--- src/rtl/controle_tentativas_pkg.sv ---
// controle_tentativas_pkg: state encoding and guess widths shared by the game controller and the hint block
package controle_tentativas_pkg;
  typedef enum logic [1:0] {
    FASE_A  = 2'd0,
    FASE_B  = 2'd1,
    VITORIA = 2'd2,
    DERROTA = 2'd3
  } estado_t;
  localparam int LARG_A = 4;
  localparam int LARG_B = 3;
  localparam int LARG_R = 4;
endpackage

--- src/rtl/controle_tentativas_sincroniza_botao.sv ---
// sincroniza_botao: synchronizes an active-low raw key, debounces it and emits one pulse per press
module sincroniza_botao #(
  parameter int DEBOUNCE_CICLOS = 16
) (
  input  logic clk,
  input  logic rst,
  input  logic i_botao_n,
  output logic o_pulso
);
  localparam int LC = $clog2(DEBOUNCE_CICLOS);
  logic [1:0]    r_sync;
  logic          r_nivel;
  logic          r_pulso;
  logic [LC-1:0] r_cont;
  logic          w_muda;
  // the accepted level flips on the last of DEBOUNCE_CICLOS differing samples
  assign w_muda  = (r_sync[1] != r_nivel) && (r_cont == LC'(DEBOUNCE_CICLOS - 1));
  assign o_pulso = r_pulso;
  always_ff @(posedge clk or posedge rst) begin
    if (rst) begin
      r_sync  <= 2'b11;
      r_nivel <= 1'b1;
      r_cont  <= '0;
      r_pulso <= 1'b0;
    end else begin
      r_sync  <= {r_sync[0], i_botao_n};
      r_cont  <= (r_sync[1] == r_nivel || w_muda) ? '0 : r_cont + 1'b1;
      r_nivel <= w_muda ? r_sync[1] : r_nivel;
      r_pulso <= w_muda & r_nivel;
    end
  end
endmodule

--- src/rtl/controle_tentativas.sv ---
// controle_tentativas: captures guesses on debounced key presses, runs phase A then phase B
// and tracks the remaining attempts and the win/loss flags
module controle_tentativas
  import controle_tentativas_pkg::*;
#(
  parameter int MAX_TENTATIVAS  = 8,
  parameter int DEBOUNCE_CICLOS = 16
) (
  input  logic              clk,
  input  logic              rst,
  input  logic              key_confirma_n,
  input  logic              key_reinicia_n,
  input  logic [LARG_A-1:0] sw_tentativa,
  input  logic [LARG_A-1:0] senha_a,
  input  logic [LARG_B-1:0] senha_b,
  output logic [LARG_A-1:0] tentativa_a,
  output logic [LARG_B-1:0] tentativa_b,
  output logic              fase_b_ativa,
  output logic [LARG_R-1:0] tentativas_restantes,
  output logic              venceu,
  output logic              perdeu
);
  estado_t           r_estado, w_estado;
  logic [LARG_A-1:0] r_tent_a, w_tent_a;
  logic [LARG_B-1:0] r_tent_b, w_tent_b;
  logic [LARG_R-1:0] r_rest, w_rest, w_dec;
  logic              r_fase_b, w_fase_b, r_venceu, r_perdeu;
  logic              w_pulso_confirma, w_pulso_reinicia;
  sincroniza_botao #(.DEBOUNCE_CICLOS(DEBOUNCE_CICLOS)) u_confirma (
    .clk(clk), .rst(rst), .i_botao_n(key_confirma_n), .o_pulso(w_pulso_confirma)
  );
  sincroniza_botao #(.DEBOUNCE_CICLOS(DEBOUNCE_CICLOS)) u_reinicia (
    .clk(clk), .rst(rst), .i_botao_n(key_reinicia_n), .o_pulso(w_pulso_reinicia)
  );
  assign tentativa_a          = r_tent_a;
  assign tentativa_b          = r_tent_b;
  assign fase_b_ativa         = r_fase_b;
  assign tentativas_restantes = r_rest;
  assign venceu               = r_venceu;
  assign perdeu               = r_perdeu;
  assign w_dec                = (r_rest == '0) ? '0 : r_rest - 1'b1;
  // a match is checked before exhaustion so the last attempt can still win or advance
  always_comb begin
    w_estado = r_estado;
    w_tent_a = r_tent_a;
    w_tent_b = r_tent_b;
    w_rest   = r_rest;
    w_fase_b = r_fase_b;
    if (w_pulso_reinicia) begin
      w_estado = FASE_A;
      w_tent_a = '0;
      w_tent_b = '0;
      w_rest   = LARG_R'(MAX_TENTATIVAS);
      w_fase_b = 1'b0;
    end else if (w_pulso_confirma && r_estado == FASE_A) begin
      w_tent_a = sw_tentativa;
      w_rest   = w_dec;
      w_fase_b = (sw_tentativa == senha_a);
      w_estado = (sw_tentativa == senha_a) ? FASE_B : (w_dec == '0) ? DERROTA : FASE_A;
    end else if (w_pulso_confirma && r_estado == FASE_B) begin
      w_tent_b = sw_tentativa[LARG_B-1:0];
      w_rest   = w_dec;
      w_estado = (sw_tentativa[LARG_B-1:0] == senha_b) ? VITORIA : (w_dec == '0) ? DERROTA : FASE_B;
    end
  end
  always_ff @(posedge clk or posedge rst) begin
    if (rst) begin
      r_estado <= FASE_A;
      r_tent_a <= '0;
      r_tent_b <= '0;
      r_rest   <= LARG_R'(MAX_TENTATIVAS);
      r_fase_b <= 1'b0;
      r_venceu <= 1'b0;
      r_perdeu <= 1'b0;
    end else begin
      r_estado <= w_estado;
      r_tent_a <= w_tent_a;
      r_tent_b <= w_tent_b;
      r_rest   <= w_rest;
      r_fase_b <= w_fase_b;
      r_venceu <= (w_estado == VITORIA);
      r_perdeu <= (w_estado == DERROTA);
    end
  end
endmodule

--- config.mk ---
export PLATFORM = sky130hd
export DESIGN_NAME = controle_tentativas
export DESIGN_NICKNAME = d
export VERILOG_FILES = /design/src/rtl/controle_tentativas_pkg.sv /design/src/rtl/controle_tentativas_sincroniza_botao.sv /design/src/rtl/controle_tentativas.sv
export SDC_FILE = /design/constraint.sdc
export NUM_CORES = 1
export LEC_CHECK = 0
export CAP_MARGIN = 25
export CORE_UTILIZATION = 38
export DETAILED_ROUTE_END_ITERATION = 12
export PLACE_DENSITY = 0.66
export SYNTH_ARGS = -nofsm -noshare
export SYNTH_HDL_FRONTEND = slang
export SYNTH_SLANG_ARGS = --single-unit
--- constraint.sdc ---
create_clock -name clk -period 2.6 [get_ports clk]
set_input_delay 0.39 -clock clk [delete_from_list [all_inputs] [get_ports clk]]
set_output_delay 0.39 -clock clk [all_outputs]
set_load 0.02 [all_outputs]
Yosys cells after proc, flatten, opt, wreduce, memory -nomap -nowiden
Index checks and enable logic that the tools add are counted.
{"block": "word_totals", "inputBits": 15, "wordCells": 65, "ff_bits": 32, "output_inout_bits": 14}
{"block": "op_classes", "addsub": 3, "eq_ne": 12, "bitwise": 2, "n_reduce_logical": 13, "mux": 20}
{"op": "$mux 4", "count": 8}
{"op": "$mux 2", "count": 7}
{"op": "$mux 3", "count": 3}
{"op": "$add 4x1->4 const B", "count": 2}
{"op": "$eq 4x4->1 const B", "count": 2}
{"op": "$logic_not 4->1", "count": 2}
{"op": "$eq 2x2->1 const B", "count": 2}
{"op": "$eq 4x4->1", "count": 1}
{"op": "$logic_and 1x1->1", "count": 4}
{"op": "$reduce_bool 2->1", "count": 2}
{"op": "$sub 4x1->4 const B", "count": 1}
{"op": "$eq 3x3->1", "count": 1}
{"op": "$reduce_bool 3->1", "count": 1}
{"op": "$and 1x1->1", "count": 2}
{"op": "$eq 1x1->1", "count": 2}
{"op": "$eq 2x1->1 const B", "count": 1}
{"op": "$logic_not 2->1", "count": 1}
{"op": "$logic_or 1x1->1", "count": 2}
{"op": "$mux 1", "count": 2}
{"op": "$ne 1x1->1", "count": 2}
{"op": "$ne 2x1->1 const B", "count": 1}
{"op": "$reduce_and 2->1", "count": 1}

Logic depth before layout (Yosys ltp)
Gate-level depths: netlist of run 1.
{"block": "logic_depth", "word_depth": 9, "depth_mapped": 6, "mapped_depth_nobuf": 6}

By module
A second synthesis of run 1 with hierarchy kept.
{"block": "unflattened", "hier_cells": 140, "hier_area_um2": 1482.7}
{"module": "controle_tentativas", "instances": 1, "area_per_inst_um2": 834.6, "cells_per_inst": 94, "seq_area_each_um2": 401.6}
{"module": "sincroniza_botao", "instances": 2, "area_per_inst_um2": 324.1, "cells_per_inst": 23, "seq_area_each_um2": 203.9}

Worst setup path before layout of run 1
OpenSTA, ideal clock, no wires.
{"block": "synth_path", "kind": "register to register", "start": "reg r_rest[0], in the netlist tentativas_restantes[0]", "end": "reg r_estado[1]", "period_less_slack_ns": 1.588, "setup_ns": 0.140, "t_required_ns": 2.460, "n_path_buf": 0, "stages_incl_launch_ff": 7, "slack_ns": 1.012, "arrival_time_ns": 1.447, "path_cell_list": "dfrtp_1 > inv_1 > ha_1 > nand2b_1 > a311oi_1 > o221a_2 > a21oi_1"}
{"block": "synth_between", "elab_chain_len": 8, "elab_cells_between_ends": 11, "classes_between": "add/sub (1); mux (8); reduce/logical (2)"}
{"element": "start, declared", "line_no": "controle_tentativas.sv:26", "source": "logic [LARG_R-1:0] r_rest, w_rest, w_dec;"}
{"element": "start signal, assigned", "line_no": "controle_tentativas.sv:71", "source": "r_rest <= LARG_R'(MAX_TENTATIVAS);"}
{"element": "start signal, assigned", "line_no": "controle_tentativas.sv:79", "source": "r_rest <= w_rest;"}
{"element": "$sub 4x1->4 / $logic_not 4->1 (equally long branches)", "line_no": "controle_tentativas.sv:41", "source": "assign w_dec = (r_rest == '0) ? '0 : r_rest - 1'b1;"}
{"element": "$mux 4 *", "line_no": "controle_tentativas.sv:41"}
{"element": "$logic_not 4->1 *", "line_no": "controle_tentativas.sv:59, controle_tentativas.sv:63"}
{"element": "$mux 2 (2 in a row)", "line_no": "controle_tentativas.sv:63", "source": "w_estado = (sw_tentativa[LARG_B-1:0] == senha_b) ? VITORIA : (w_dec == '0) ? DERROTA : FASE_B;"}
{"element": "$mux 2", "line_no": "controle_tentativas.sv:60", "source": "end else if (w_pulso_confirma && r_estado == FASE_B) begin"}
{"element": "$mux 2 *", "line_no": "controle_tentativas.sv:55", "source": "end else if (w_pulso_confirma && r_estado == FASE_A) begin"}
{"element": "$mux 2 *", "line_no": "controle_tentativas.sv:49", "source": "if (w_pulso_reinicia) begin"}
{"element": "net w_estado[1]", "line_no": "controle_tentativas.sv:23", "source": "estado_t r_estado, w_estado;"}
{"element": "end signal, assigned", "line_no": "controle_tentativas.sv:76", "source": "r_estado <= w_estado;"}
{"element": "end, declared", "line_no": "controle_tentativas.sv:23"}
The timed path passes the listed nets; every way through them passes the cells marked *.
A chain may end at the register's enable or synchronous reset.

Final worst setup path of run 1
{"block": "layout_path", "start": "reg r_rest[3], in the netlist tentativas_restantes[3]", "end": "out tentativas_restantes[3]"}
{"element": "end, declared", "line_no": "controle_tentativas.sv:19", "source": "output logic [LARG_R-1:0] tentativas_restantes,"}
No word-level cell between the ends.

==> results of run 1 <==
## layout make-up
cell class              instances  area (µm²)  share of cell area [%]
well taps                      48        60.1                    3.22
clock buffers                   6        72.6                    3.89
repair buffers                 29         288                    15.4
clock inverters                 1        5.00                   0.268
flip-flops and latches         32         810                    43.4
inverters                      10        37.5                    2.01
multi-input cells              92         594                    31.8
## stage by stage
stage,std cells,area (µm²)
finish,218,1870
global route,218,1870
CTS,218,1870
detailed placement,211,1790
global placement,211,1790
floorplan,137,1460
## sequential cells by signal, indices dropped and copies added, names as in the netlist
signal,flops
r_estado,2
u_confirma.r_sync,2
venceu,1
tentativa_b,3
u_confirma.r_cont,4
fase_b_ativa,1
u_confirma.o_pulso,1
u_reinicia.r_nivel,1
tentativas_restantes,4
perdeu,1
u_reinicia.o_pulso,1
u_reinicia.r_sync,2
tentativa_a,4
u_confirma.r_nivel,1
u_reinicia.r_cont,4
## metal layers
metal / global-route usage [%] / share of wire [%] / vias up
li1: - / - / 536
met3: 3.75 / 4.1 / 9
met1: 19.7 / 42 / 528
met4: 10.8 / 2.4 / 0
met2: 29.8 / 51 / 29
met5: 0 / 0 / -
## logic make-up after synthesis
logic type	after synthesis	synth area share [%]
mux	5	3.60
simple gates	47	17.1
buf+inv	13	3.86
compound gates	24	9.68
xor+xnor	13	7.80
fa+ha+maj	3	2.57
flops	32	55.4
## power by group
part           leakage, nW  switching [mW]  total [mW]  internal (mW)
combinational        0.377          0.0439      0.0886         0.0447
clock               0.0410           0.171       0.353          0.182
sequential           0.374          0.0112       0.528          0.516
## worst max-delay path by stage
stage                                        startpoint                      end  slack [ps]  cells past startpoint
global route        tentativas_restantes[3]$_DFFE_PP1P_  tentativas_restantes[3]         720                      1
finish              tentativas_restantes[3]$_DFFE_PP1P_  tentativas_restantes[3]         770                      1
detailed placement                      sw_tentativa[1]    r_estado[1]$_DFF_PP0_         630                      5
global placement                        sw_tentativa[1]    r_estado[1]$_DFF_PP0_         680                      5
CTS                 tentativas_restantes[3]$_DFFE_PP1P_  tentativas_restantes[3]         750                      1
floorplan           tentativas_restantes[0]$_DFFE_PP0P_    r_estado[1]$_DFF_PP0_        1010                      6
## layout by cell type, fill, tap and decap left out
| cell type | netlist | routed |
|---|---|---|
| sky130_fd_sc_hd__a311oi_1 | 1 | 1 |
| sky130_fd_sc_hd__o41ai_1 | 1 | 1 |
| sky130_fd_sc_hd__dfrtp_1 | 25 | 25 |
| sky130_fd_sc_hd__nand2b_4 | 1 | 1 |
| sky130_fd_sc_hd__nor2_1 | 14 | 14 |
| sky130_fd_sc_hd__nor3_1 | 2 | 2 |
| sky130_fd_sc_hd__ha_1 | 3 | 3 |
| sky130_fd_sc_hd__or2_1 | 1 | 1 |
| sky130_fd_sc_hd__nand2_1 | 7 | 7 |
| sky130_fd_sc_hd__clkdlybuf4s50_1 | 0 | 28 |
| sky130_fd_sc_hd__a21oi_1 | 12 | 12 |
| sky130_fd_sc_hd__nor3b_1 | 3 | 3 |
| sky130_fd_sc_hd__nand2b_1 | 4 | 4 |
| sky130_fd_sc_hd__clkbuf_1 | 2 | 1 |
| sky130_fd_sc_hd__inv_1 | 9 | 9 |
| sky130_fd_sc_hd__inv_2 | 1 | 1 |
| sky130_fd_sc_hd__nor4_1 | 1 | 1 |
| sky130_fd_sc_hd__clkinv_2 | 0 | 1 |
| sky130_fd_sc_hd__mux2i_1 | 3 | 3 |
| sky130_fd_sc_hd__o21ai_0 | 6 | 6 |
| sky130_fd_sc_hd__xor2_1 | 5 | 5 |
| sky130_fd_sc_hd__nand4_1 | 2 | 2 |
| sky130_fd_sc_hd__o211ai_1 | 1 | 1 |
| sky130_fd_sc_hd__and4_1 | 1 | 1 |
| sky130_fd_sc_hd__o22ai_1 | 1 | 1 |
| sky130_fd_sc_hd__mux2_2 | 2 | 2 |
| sky130_fd_sc_hd__nand3_1 | 6 | 6 |
| sky130_fd_sc_hd__clkbuf_8 | 0 | 5 |
| sky130_fd_sc_hd__nor2b_1 | 2 | 2 |
| sky130_fd_sc_hd__dfstp_2 | 7 | 7 |
| sky130_fd_sc_hd__or4_1 | 3 | 3 |
| sky130_fd_sc_hd__buf_4 | 0 | 1 |
| sky130_fd_sc_hd__a31o_2 | 1 | 1 |
| sky130_fd_sc_hd__o221a_2 | 1 | 1 |
| sky130_fd_sc_hd__xnor2_1 | 8 | 8 |
==> summary.md, run 1 <==
| Metric | Value |
|---|---|
| Launch instance of the worst min-delay path | `u_confirma.r_sync[0]$_DFF_PP1_` |
| Total of hold buffers inserted after clock tree synthesis | `0` |
| Depth of the worst hold-timing path | `0` |
| Maximum number of pins on one net before global-route repair | `33` |
| Count of input and output buffers | `28` |
| Max Slew Vio Count | `0` |
| Final antenna-violating net count | `0` |
| Antenna violations before repair | `0` |
| CTS H-Tree Depth | `2` |
| Clock tree from TritonCTS | `built` |
| Num rows | `22` |
| Proportion of synthesized chip area in sequential cells | `between 50% and 60%` |
| Setup TNS after final layout | `0 ps` |
| Power per cell area | `519 nW/µm²` |
| Final setup violating endpoints | `0` |
| Setup repair after global routing missed its margin | `false` |
| Global-route wire length before repair | `5.33 mm` |
| Final Skew | `5.11 ps` |
| Total of warnings raised by yosys | `0` |
| Post-route minimum period | `1830 ps` |
| Effective utilization at floorplan | `39.9%` |
| Post-Syn Area | `1460 µm²` |
| Clock Latency Late Sink | `280 ps` |
| Clock tree buffer depth | `2` |
| Worst path buffer plus inverter count | `1` |
| Final clock period utilization by the worst path | `70.5%` |
| Floorplan die height | `64.0 µm` |
| Worst hold endpoint | `u_confirma.r_sync[1]$_DFF_PP1_` |
| Overall global routing resource usage | `between 10% and 20%` |
| Post-cts repair resize count | `0` |
| Worst setup margin | `768 ps` |
| Net count of the finished layout | `188` |
| Worst vdd ir | `0.337 mV` |
| Buffer type at the clock tree root | `sky130_fd_sc_hd__clkbuf_8` |
| Post-synthesis cell type count | `32` |
| CP delay by family, top | `buffers and inverters` |
| Violation count after the first detailed-route iteration | `40` |
| Global placer's final weighted congestion | `between 0.8 and 0.9` |
| Worst reg2reg startpoint | `tentativas_restantes[0]$_DFFE_PP0P_` |
| Reg-to-reg endpoint | `r_estado[1]$_DFF_PP0_` |
| Number of flip-flops and latches in the synthesized netlist | `32` |
| Maximum Capacitance Violations | `0` |
| Overall die area | `roughly 4000 µm²` |
| Clock buffers created by TritonCTS | `5` |
| Via count of the first global-routing pass | `1220` |
| Asr flop ratio synth | `100%` |
| Final wirelength | `2.98 mm` |
| Critical path required time | `2210 ps` |
| Synthesized Nets | `155` |
| Most used standard cells in the synthesized netlist | `25 x sky130_fd_sc_hd__dfrtp_1, 14 x sky130_fd_sc_hd__nor2_1, 12 x sky130_fd_sc_hd__a21oi_1, 9 x sky130_fd_sc_hd__inv_1, 8 x sky130_fd_sc_hd__xnor2_1` |
| Number of design rule violations left after detail routing | `0` |
| Depth of the most critical reg-to-reg path | `6` |
| Critical path class | `reg -> out` |
| Max Freq | `0.546 GHz` |
| Clock-pin slew of the registers on the worst-case setup and hold paths | `about 60 ps` |
| Most frequent cell after synthesis | `sky130_fd_sc_hd__dfrtp_1` |
| Maximum fanout along the worst path | `4` |
| Final hold violations | `0` |
| R2r setup slk | `930 ps` |
| Worst Setup End Kind | `output port` |
| Post-layout utilization of the core | `51.0%` |
| Area of the core | `3660 µm²` |
| Actual transition at the worst max-transition pin | `516 ps` |
| Count of clock tree sinks | `32` |
| Mean instance size in the synthesized netlist | `10.7 µm²` |
| Leakage component of the power | `0.792 nW` |
| Biggest area consumer among synthesized cells | `sky130_fd_sc_hd__dfrtp_1` |
| Prevailing post-synth register cell | `sky130_fd_sc_hd__dfrtp_1` |
| Die Width | `64.0 µm` |
| Total inserted antenna cells | `0` |
| Proportion of netlist area held by the largest area contributor | `42.8%` |
| Post-Route Hold Slack | `355 ps` |
| Routed length per instance | `13.7 µm` |
| Element type at the critical path start | `flop` |
| Vias per cell | `approximately 5.1` |
| Worst setup timing slack at the placement stage | `626 ps` |
| Layout filler cell count | `~340` |
| Path category of the worst min-delay check | `reg -> reg` |
| Data arrival time at the worst-slack endpoint | `~1400 ps` |
| Count of flip-flops with a built-in enable after synthesis | `0` |
| Cell breakdown of the critical path | `clkdlybuf4s50_1` |
| Critical Path Slowest Stage Cell | `sky130_fd_sc_hd__clkdlybuf4s50_1` |
| Detailed-router iteration count before antenna repair | `4` |
| I/O pins | `29` |
| Dominant cells by area after synthesis | `sky130_fd_sc_hd__dfrtp_1 43%, sky130_fd_sc_hd__dfstp_2 13%, sky130_fd_sc_hd__xnor2_1 4.8%, sky130_fd_sc_hd__a21oi_1 4.1%, sky130_fd_sc_hd__nor2_1 3.6%` |
| Synthesized instance count | `137` |
| Layout area overhead | `27.8%` |
| Post-layout power | `~0.97 mW` |
| Via total after detailed routing | `1102` |
| Peak per-stage delay on the critical path | `600 ps` |
| Worst slew margin | `65.5%` |
| Post-CTS setup buffer count | `0` |
| Status | `finished clean` |
| Fraction of final layout cells with drive strength greater than 1 | `11.8%` |
| Total global routing overflow | `0` |
| Post-DP HPWL | `2.10 mm` |
(Power assumes the default switching activity.)
==> run 2: changes to the inputs <==
--- a/config.mk
+++ b/config.mk
@@ -8,7 +8,7 @@
 export CAP_MARGIN = 25
 export CORE_UTILIZATION = 38
 export DETAILED_ROUTE_END_ITERATION = 12
-export PLACE_DENSITY = 0.66
+export PLACE_DENSITY = 0.68
 export SYNTH_ARGS = -nofsm -noshare
 export SYNTH_HDL_FRONTEND = slang
 export SYNTH_SLANG_ARGS = --single-unit
==> constraint.sdc (replaced) <==
create_clock -name clk -period 1.5 [get_ports clk]
set_input_delay 0.225 -clock clk [delete_from_list [all_inputs] [get_ports clk]]
set_output_delay 0.225 -clock clk [all_outputs]
set_load 0.02 [all_outputs]
==> run 2 against run 1 <==
Against the previous run: sequential share of layout area decreased by 3.8 points; register-to-register slack got worse by 850 ps; clock power increased by 130%; die area unchanged; count of clock-buffer cells in the layout unchanged; design area increased by 10%; global-route usage increased by 0.10 points; total power increased by 94%; worst hold slack got worse by 75 ps; non-clock buffer count increased by 12; combinational power increased by 93%; core utilization increased by 5.1 points; largest cell class unchanged.
==> summary.md, run 2 (synthesis gave the netlist of run 1 again) <==
| Metric | Value |
|---|---|
| Worst Setup End Kind | `output port` |
| Post-CTS setup buffer count | `0` |
| Post-placement cell area | `1900 µm²` |
| Final setup violating endpoints | `0` |
| Most frequent standard cell in the layout excluding fill and tap cells | `sky130_fd_sc_hd__dfrtp_1` |
| I/O pins | `29` |
| Worst setup margin | `33.1 ps` |
| Layout filler cell count | `slightly above 300` |
| Max Freq | `0.682 GHz` |
| Clock tree from TritonCTS | `built` |
| Effective utilization at floorplan | `39.9%` |
| Num rows | `22` |
| Area of the core | `3660 µm²` |
| Total of hold buffers inserted after clock tree synthesis | `0` |
| Path category of the worst min-delay check | `in -> async` |
| Total inserted antenna cells | `0` |
| Max Slew Vio Count | `0` |
| Share of power burned in the clock network | `~43%` |
| Worst vdd ir | `0.661 mV` |
| Overall global routing resource usage | `17.6%` |
| Post-route minimum period | `between 1000 and 1500 ps` |
| CTS H-Tree Depth | `2` |
| Detailed-router iteration count before antenna repair | `4` |
| Clock tree buffer depth | `2` |
| Total global routing overflow | `0` |
| Clock Latency Late Sink | `280 ps` |
| Overall die area | `around 4000 µm²` |
| Final hold violations | `0` |
| Routed length per instance | `13.3 µm` |
| Worst setup timing slack at the placement stage | `-229 ps` |
| Global placer's final weighted congestion | `0.852` |
| Final wirelength | `between 3 and 4 mm` |
| Via count of the first global-routing pass | `approximately 1200` |
| Maximum number of pins on one net before global-route repair | `33` |
| Buffer type at the clock tree root | `sky130_fd_sc_hd__clkbuf_8` |
| Fraction of final layout cells with drive strength greater than 1 | `a little under a quarter` |
| Post-DP HPWL | `2.23 mm` |
| Leakage component of the power | `between 0.9 and 1 nW` |
| Post-route standard cell area excluding fillers | `roughly 2100 µm²` |
| Cell breakdown of the critical path | `clkdlybuf4s50_1` |
| Clock buffers created by TritonCTS | `5` |
| Worst path buffer plus inverter count | `1` |
| Final antenna-violating net count | `0` |
| Critical Path Slowest Stage Cell | `sky130_fd_sc_hd__clkdlybuf4s50_1` |
| Power per cell area | `around 920 nW/µm²` |
| Count of clock tree sinks | `32` |
| Violation count after the first detailed-route iteration | `52` |
| Net count of the finished layout | `200` |
| Actual transition at the worst max-transition pin | `358 ps` |
| Sequential cell fraction of total power | `around half` |
| Peak per-stage delay on the critical path | `610 ps` |
| Die Width | `64.0 µm` |
| Number of design rule violations left after detail routing | `0` |
| Setup repair after global routing missed its margin | `true` |
| Maximum fanout along the worst path | `2` |
| Post-layout utilization of the core | `56.1%` |
| Worst slew margin | `approximately three quarters` |
| Commonest cells after routing, fill and taps aside | `23 x sky130_fd_sc_hd__dfrtp_1, 19 x sky130_fd_sc_hd__clkdlybuf4s50_1, 13 x sky130_fd_sc_hd__nor2_1` |
| Via total after detailed routing | `1156` |
| Sw power | `0.407 mW` |
| Clock-pin slew of the registers on the worst-case setup and hold paths | `approximately 60 ps` |
| Final clock period utilization by the worst path | `97.8%` |
| Vias per cell | `5.00` |
| Internal power summed over all cells | `between 1 and 1.5 mW` |
| Data arrival time at the worst-slack endpoint | `1240 ps` |
| Layout area overhead | `40.6%` |
| Floorplan die height | `64.0 µm` |
| Maximum Capacitance Violations | `0` |
| Sw Ratio | `21.6%` |
| Count of input and output buffers | `28` |
| Status | `finished clean` |
| Element type at the critical path start | `flop` |
| Critical path required time | `about 1300 ps` |
| Antenna violations before repair | `0` |
| Final Skew | `2.00 ps` |
| Global-route wire length before repair | `5.38 mm` |
| Critical path class | `reg -> out` |
| Portion of total power attributed to combinational logic | `9.1%` |
| CP delay by family, top | `buffers and inverters` |
run 2: layout make-up:
class	count	area, µm²	area share (%)
Inverter	10	37.5	1.83
Timing Repair Buffer	41	398	19.4
Clock buffer	6	72.6	3.53
Tap cell	48	60.1	2.93
Sequential cell	32	812	39.5
Clock inverter	2	35.0	1.71
Multi-Input combinational cell	92	638	31.1
run 2: what timing repair did:
item | 4_1_cts | 5_1_grt
setup endpoints to repair | 6 | 10
endpoints found under the hold margin | 0 | 0
gates resized for setup | 6 | 11
pin swaps | 0 | 2
run 2: routing by layer:
layer | share of wire (%) | global-route usage, % | up-vias
met5 | 0 | 0 | -
met4 | 1.9 | 6.82 | 0
met3 | 5.0 | 5.71 | 9
met2 | 53 | 30.3 | 28
met1 | 41 | 19.9 | 556
li1 | - | - | 563
run 2: final timing paths:
kind | from | endpoint | slack, ps | cells after the start
max | tentativa_a[2]$_DFFE_PP0P_ | tentativa_a[2] | 30 | 1
min | rst | u_reinicia.r_cont[3]$_DFF_PP0_ | 280 | 3
max reg2reg | tentativas_restantes[0]$_DFFE_PP0P_ | r_estado[0]$_DFF_PP0_ | 80 | 6
min reg2reg | u_confirma.r_sync[0]$_DFF_PP1_ | u_confirma.r_sync[1]$_DFF_PP1_ | 360 | 0
max in group asynchronous | rst | tentativas_restantes[3]$_DFFE_PP1P_ | 980 | 3
min in group clk | key_reinicia_n | u_reinicia.r_sync[0]$_DFF_PP1_ | 340 | 1
run 2: power groups by stage:
stage	combinational (mW)	sequential (mW)	clock (mW)
6_report	0.171	0.911	0.801
5_1_grt	0.191	0.914	0.877
4_1_cts	0.173	0.912	0.824
3_5_place_dp	0.172	0.927	0
3_3_place_gp	0.165	0.924	0
2_1_floorplan	0.0679	0.934	0
run 2: through the flow:
step / cells / power, mW / setup TNS, ps / hold WS, ps
CTS: 231 / 1.91 / 0 / 285
finish: 231 / 1.88 / 0 / 280
floorplan: 137 / 1.00 / 0 / 229
detailed placement: 223 / 1.10 / -673 / 347
global placement: 223 / 1.09 / -494 / 346
global route: 231 / 1.98 / -9.78 / 318
